`config.mk`:
```
export PLATFORM = sky130hd
export DESIGN_NAME = dac_channel_mixer
export DESIGN_NICKNAME = d
export VERILOG_FILES = /design/src/rtl/dac_channel_mixer.sv
export SDC_FILE = /design/constraint.sdc
export NUM_CORES = 1
export LEC_CHECK = 0
export BUFFER_PORTS_ARGS = -buffer_cell sky130_fd_sc_hd__buf_2
export CAP_MARGIN = 15
export CORE_UTILIZATION = 40
export DETAILED_ROUTE_END_ITERATION = 16
export PLACE_DENSITY_LB_ADDON = 0.1
export SYNTH_ARGS = -nofsm -noshare
export SYNTH_HDL_FRONTEND = slang
export SYNTH_SLANG_ARGS = --single-unit
```
`constraint.sdc`:
```
create_clock -name clk -period 2.9 [get_ports clk]
set_input_delay 0.145 -clock clk [delete_from_list [all_inputs] [get_ports clk]]
set_output_delay 0.145 -clock clk [all_outputs]
set_load 0.005 [all_outputs]
```
`src/rtl/dac_channel_mixer.sv`:
```
// dac_channel_mixer: masks and sums N signed channels through a registered
// adder tree, applies a runtime arithmetic shift, saturates to the DAC width,
// counts clipped samples and drives an offset-binary code. A small FSM mutes
// the output at the next zero crossing (or after a timeout) on request.
module dac_channel_mixer #(
    parameter int N_CHANNELS = 5,
    parameter int IW         = 14,
    parameter int OW         = 14,
    parameter int SHW        = 3,
    parameter int ZC_TIMEOUT = 1024
) (
    input  logic                     clk,
    input  logic                     rst_n,
    input  logic                     in_valid,
    input  logic [N_CHANNELS*IW-1:0] in_data,
    input  logic [N_CHANNELS-1:0]    ch_enable,
    input  logic [SHW-1:0]           shift,
    input  logic                     mute_req,
    input  logic                     clip_clr,
    output logic [OW-1:0]            out_data,
    output logic                     out_valid,
    output logic                     muted,
    output logic [15:0]              clip_count
);

    localparam int L   = $clog2(N_CHANNELS);
    localparam int SW  = IW + L;                       // full-precision sum width
    localparam int CW  = (SW > OW) ? SW : OW;          // saturation compare width
    localparam int TOW = $clog2(ZC_TIMEOUT + 1);

    localparam logic signed [CW-1:0] SAT_MAX  = CW'((2 ** (OW - 1)) - 1);
    localparam logic signed [CW-1:0] SAT_MIN  = ~SAT_MAX;
    localparam logic [OW-1:0]        MIDSCALE = {1'b1, {(OW-1){1'b0}}};

    typedef enum logic [1:0] {RUN, WAIT_ZC, MUTED} state_t;

    // Nodes present at tree level l (level 0 holds the masked inputs).
    function automatic int nodes_at(input int l);
        return (N_CHANNELS + (1 << l) - 1) >> l;
    endfunction

    // Stage valids: [0] input reg, [1..L] tree, [L+1] saturate, [L+2] output.
    logic [L+2:0]          r_vld_pipe;
    logic [L:0][SHW-1:0]   r_sh_pipe;

    // Advance the valid shift register; cleared asynchronously so in-flight samples die on reset.
    always_ff @(posedge clk or negedge rst_n) begin
        if (!rst_n) r_vld_pipe <= '0;
        else        r_vld_pipe <= {r_vld_pipe[L+1:0], in_valid};
    end

    // Carry the shift amount alongside its sample through stage 0 and the tree.
    always_ff @(posedge clk) begin
        r_sh_pipe <= {r_sh_pipe[L-1:0], shift};
    end

    // Adder tree. Samples are sign-extended to the final width at level 0, so
    // every level adds at full precision and no level can overflow. An odd
    // node out at a level is passed straight through.
    for (genvar l = 0; l <= L; l++) begin : g_lvl
        localparam int CNT = nodes_at(l);
        logic [CNT-1:0][SW-1:0] r_node;
        logic [CNT-1:0][SW-1:0] w_node;
        for (genvar k = 0; k < CNT; k++) begin : g_node
            if (l == 0) begin : g_in
                assign w_node[k] = ch_enable[k] ? SW'($signed(in_data[k*IW +: IW])) : '0;
            end else if (2*k + 1 < nodes_at(l - 1)) begin : g_add
                assign w_node[k] = g_lvl[l-1].r_node[2*k] + g_lvl[l-1].r_node[2*k+1];
            end else begin : g_pass
                assign w_node[k] = g_lvl[l-1].r_node[2*k];
            end
        end
        // Register this tree level.
        always_ff @(posedge clk) begin
            r_node <= w_node;
        end
    end

    logic signed [CW-1:0] w_shifted;
    logic [OW-1:0]        w_sat;
    logic                 w_clip;

    assign w_shifted = CW'($signed(g_lvl[L].r_node[0]) >>> r_sh_pipe[L]);

    // Clamp the shifted sum to the signed DAC range and flag any change.
    always_comb begin
        w_sat  = w_shifted[OW-1:0];
        w_clip = 1'b0;
        if (w_shifted > SAT_MAX) begin
            w_sat  = SAT_MAX[OW-1:0];
            w_clip = 1'b1;
        end else if (w_shifted < SAT_MIN) begin
            w_sat  = SAT_MIN[OW-1:0];
            w_clip = 1'b1;
        end
    end

    logic [OW-1:0] r_sat;
    logic          r_clip;

    // Saturation stage register.
    always_ff @(posedge clk) begin
        r_sat  <= w_sat;
        r_clip <= w_clip;
    end

    state_t         r_state;
    logic [TOW-1:0] r_to;
    logic           r_prev_neg;
    logic [OW-1:0]  r_out;
    logic           r_muted;
    logic [15:0]    r_clip_cnt;

    logic           w_zc;
    logic [TOW-1:0] w_to_next;
    logic           w_to_hit;
    logic [OW-1:0]  w_code;

    assign w_zc      = (r_sat == '0) || (r_sat[OW-1] != r_prev_neg);
    assign w_to_next = r_to + TOW'(1);
    assign w_to_hit  = (w_to_next == TOW'(ZC_TIMEOUT));
    assign w_code    = {~r_sat[OW-1], r_sat[OW-2:0]};

    // Mute FSM and output register; the sample that enters MUTED is already midscale.
    always_ff @(posedge clk or negedge rst_n) begin
        if (!rst_n) begin
            r_state    <= RUN;
            r_to       <= '0;
            r_prev_neg <= 1'b0;
            r_out      <= MIDSCALE;
            r_muted    <= 1'b0;
        end else if (r_vld_pipe[L+1]) begin
            r_prev_neg <= r_sat[OW-1];
            r_out      <= w_code;
            r_muted    <= 1'b0;
            case (r_state)
                RUN: begin
                    if (mute_req) begin
                        r_state <= WAIT_ZC;
                        r_to    <= '0;
                    end
                end
                WAIT_ZC: begin
                    if (!mute_req) begin
                        r_state <= RUN;
                    end else if (w_zc || w_to_hit) begin
                        r_state <= MUTED;
                        r_out   <= MIDSCALE;
                        r_muted <= 1'b1;
                    end else begin
                        r_to <= w_to_next;
                    end
                end
                MUTED: begin
                    if (!mute_req) begin
                        r_state <= RUN;
                    end else begin
                        r_out   <= MIDSCALE;
                        r_muted <= 1'b1;
                    end
                end
                default: r_state <= RUN;
            endcase
        end
    end

    // Saturating clip counter; a clear wins over a same-cycle increment.
    always_ff @(posedge clk or negedge rst_n) begin
        if (!rst_n)
            r_clip_cnt <= '0;
        else if (clip_clr)
            r_clip_cnt <= '0;
        else if (r_vld_pipe[L+1] && r_clip && (r_clip_cnt != 16'hFFFF))
            r_clip_cnt <= r_clip_cnt + 16'd1;
    end

    assign out_data   = r_out;
    assign out_valid  = r_vld_pipe[L+2];
    assign muted      = r_muted;
    assign clip_count = r_clip_cnt;

endmodule

```
==> summary.md <==
| Metric | Value |
|---|---|
| Outcome | finished clean |
| Lkg Pwr | 0.006079 uW |
| Row count | 57 |
| Hold EP | g_lvl[0].r_node[74]$_SDFF_PN0_ |
| Multi-input gate area | 4828 sq um |
| Clock Latency Late Sink | around 0.54 ns |
| Commonest non-fill, non-tap cells in the layout | dfxtp_1 (188), dlygate4sd3_1 (133), buf_2 (114) |
| HP Start | ch_enable[4] |
| Synth Area in Adders | just under 9% |
| CP Data Arrival Time | 2.86 ns |
| Hold Crit Class | primary input to flip-flop |
| Mapped Nets | 1130 |
| Cell total after placement | between 1000 and 1500 |
| RSZ-0062 raised after global routing | no |
| Setup TNS | 0 ns |
| Post-route insts no fill | about 1600 |
| Post-Syn Area per Cell | 10.36 sq um |
| Tot Pwr | 10930 uW |
| Syn-to-layout area delta | 32.07% |
| Tcrit/Tclk final | 84.33% |
| Post-Synth XOR/XNOR Area | 4.661% |
| Mux contribution to synthesized area | around 5.8% |
| R2r startpoint | r_to[0]$_DFFE_PN0P_ |
| Final HPWL DP | 14.78 mm |
| Register area share after synthesis | a little under 50% |
| R2R Setup Slk | 0.45 ns |
| Vias in the first global route | 7490 |
| Root Driver | clkbuf_16 |
| Number of remaining DRC errors | 0 |
| Core area | roughly 25000 sq um |
| Fillcell total | ~2200 |
| Antenna cells | 0 |
| CTS resizes | 0 |
| Largest net degree at the start of global routing | 32 |
| Grt ovf | 0 |
| Die width | 161.3 um |
| GPL Wtd Cong | roughly 0.79 |
| Initial antenna violation count | 0 |
| Average wire per standard cell | between 10 and 15 um |
| Clock Skew | 0.01874 ns |
| Distinct cell type count after synthesis | 69 |
| Data required time of the critical path | between 3 and 4 ns |
| I/O pin count | 115 |
| H-tree levels | 1 |
| CTS tree | done |
| CP Capture Type | flip-flop |
| Main combinational cell family by area after synthesis | simple AND/OR/NAND/NOR gates |
| CTS max path bufs | 3 |
| Post-route ant nets | 0 |
| Global-route wire length before repair | about 36 mm |
| Core Util, Final | a little over half |
| Commonest non-fill, non-tap cell in the layout | dfxtp_1 |
| Startpoint type of the worst setup path | flip-flop |
| Reg2Reg Depth | 7 |
| Flops & latches, synth | 239 |
| Clock sinks | between 200 and 250 |
| Highest clock rate | slightly above 0.4 GHz |
| EDFF count, synth | 0 |
| Layout Nets | 1387 |
| Mapped Cells | 979 |
| Main synth FF type | dfxtp_1 |
| FF/Latch Area | 5041 sq um |
| Worst r2r dst | r_to[0]$_DFFE_PN0P_ |
| Vias/cell | 4.785 |
| Synth warn | 0 |
| Synth Area in Compound Gates | 11.59% |
| Synth Area in Simple Gates | 16.83% |
| Layout cell share with drive strength beyond 1 | between 10% and 20% |
| Gr usage total | 16.60% |
| Final Hold Viols | 0 |
| Slew @ Worst Pin | 0.7850 ns |
| Initial core utilization | roughly 41% |
| Cell Pwr Density | about 800 nW/um^2 |
| Slew Limit Headroom | around 48% |
| CTS buffer count | 28 |
| Vias post-DR | ~7600 |
| Clock transition at the registers of the reported paths | 0.06 ns |
| Max cap viols | 0 |
| Fin crit period | 2.446 ns |
| Die area | 26010 sq um |
| DR iter-0 viols | 374 |
| Slew Limit Fails | 0 |
| Post-synthesis async set-or-reset flop share | 21.34% |
| Die H | between 150 and 200 um |
| Worst Setup Path Type | flip-flop to flip-flop |
| Hold Path Stages | 2 |
| Worst VDD drop | 0.6097 mV |
| Total Wirelength | 21.37 mm |
| Buffers on Ports | 114 |
| # setup viols final | 0 |
| Cell area after synthesis | 10150 sq um |
| Router iterations before antenna repair | 4 |
| CP Max Fanout | 7 |
==> worst max-delay path, cell delays in order, from the launching register on <==
cell and delay [ns]:
dfrtp_1 0.41, ha_1 0.24, and4_1 0.31, nor3_1 0.07, a41o_1 0.27, or4_4 0.58, nand2_4 0.12, mux2_1 0.32
==> registers in the layout, summed over array words and instances, names as in the netlist <==
| signal | count |
|---|---|
| muted | 1 |
| r_sat | 14 |
| r_sh_pipe | 12 |
| r_vld_pipe | 6 |
| clip_count | 16 |
| r_clip | 1 |
| out_data | 14 |
| r_prev_neg | 1 |
| r_state | 2 |
| g_lvl.r_node | 161 |
| r_to | 11 |
==> layer usage <==
metal / part of all wire [%] / wire length, um / vias to the layer above / global-route usage (%)
met5: 0 / 0 / - / 0
met4: 2.0 / 425 / 0 / 4.588
met3: 2.8 / 597 / 26 / 2.491
met2: 48 / 10270 / 115 / 29.41
met1: 47 / 10080 / 3451 / 20.90
li1: - / - / 3978 / -
==> cell families (layout without fill, tap and decap cells) <==
kind of cell,after synthesis,in the layout
and+or+nand+nor,316,316
DFF,239,239
AOI/OAI and AO/OA,179,179
adders and majority gates,68,68
buffers and inverters,67,346
muxes,56,56
xor gates and xnor gates,54,54
==> synthesized netlist by cell type (3+ instances only) <==
library cell	instances	area [sq um]
o21ai_0	13	65.06
mux2i_1	50	500.5
nand2b_1	6	37.54
a211oi_1	11	82.58
nand2_1	46	172.7
dfrtp_1	50	1251
inv_1	36	135.1
o31ai_1	3	22.52
a21boi_0	3	22.52
dfxtp_1	188	3764
buf_1	3	11.26
fa_1	4	80.08
nand4_1	11	68.82
nor2b_1	13	81.33
nor4_1	8	50.05
o21ai_1	19	95.09
nand3_1	40	200.2
and2_1	74	462.9
nor4b_1	6	52.55
o21bai_1	4	30.03
and4_1	6	52.55
nor2_1	54	202.7
nor3_1	28	140.1
a21o_1	18	135.1
buf_2	3	15.01
o21a_1	14	105.1
xor2_1	17	148.9
clkbuf_1	21	78.83
xnor2_1	37	324.1
a31oi_1	13	81.33
and3_1	8	50.05
ha_1	64	800.8
a211o_1	3	26.28
nor3b_1	4	30.03
o211ai_1	11	82.58
a21oi_1	44	220.2
==> where the power goes <==
group / total (uW) / switching (uW) / internal, uW
sequential: 4440 / 436 / 4000
clock: 3670 / 1350 / 2320
combinational: 2820 / 1460 / 1360
total: 10900 / 3250 / 7680
==> cell type report <==
cell class              count  area share [%]
clock inverters            15           1.494
inverters                  36           1.008
well taps                 324           3.025
flip-flops and latches    239           37.62
multi-input cells         673           36.03
repair buffers            258           14.81
clock buffers              37           6.022
==> repair_timing <==
item / CTS / global route
endpoints found under the setup margin: 0 / 0
setup buffers: 0 / 0
hold buffers: 133 / 0
hold endpoints to repair: 119 / 0
==> worst max-delay path by stage <==
| stage | start | endpoint | slack, ns | depth (start not counted) |
|---|---|---|---|---|
| floorplan | r_to[0]$_DFFE_PN0P_ | r_to[0]$_DFFE_PN0P_ | 0.49 | 9 |
| global placement | r_to[0]$_DFFE_PN0P_ | r_to[0]$_DFFE_PN0P_ | 0.50 | 7 |
| detailed placement | r_to[0]$_DFFE_PN0P_ | r_to[0]$_DFFE_PN0P_ | 0.46 | 7 |
| CTS | r_to[0]$_DFFE_PN0P_ | r_to[0]$_DFFE_PN0P_ | 0.46 | 7 |
| global route | r_to[0]$_DFFE_PN0P_ | r_to[0]$_DFFE_PN0P_ | 0.34 | 7 |
| finish | r_to[0]$_DFFE_PN0P_ | r_to[0]$_DFFE_PN0P_ | 0.45 | 7 |
==> through the flow <==
step	hold slack, ns	area [sq um]	worst slack (ns)
3_5_place_dp	0.2490	11060	0.4628
5_1_grt	0.01475	13400	0.3403
4_1_cts	0.007324	13400	0.4582
6_report	0.01903	13400	0.4544
2_1_floorplan	-0.1506	10150	0.4851
3_3_place_gp	0.2483	11060	0.5025
(Power assumes the default switching activity.)
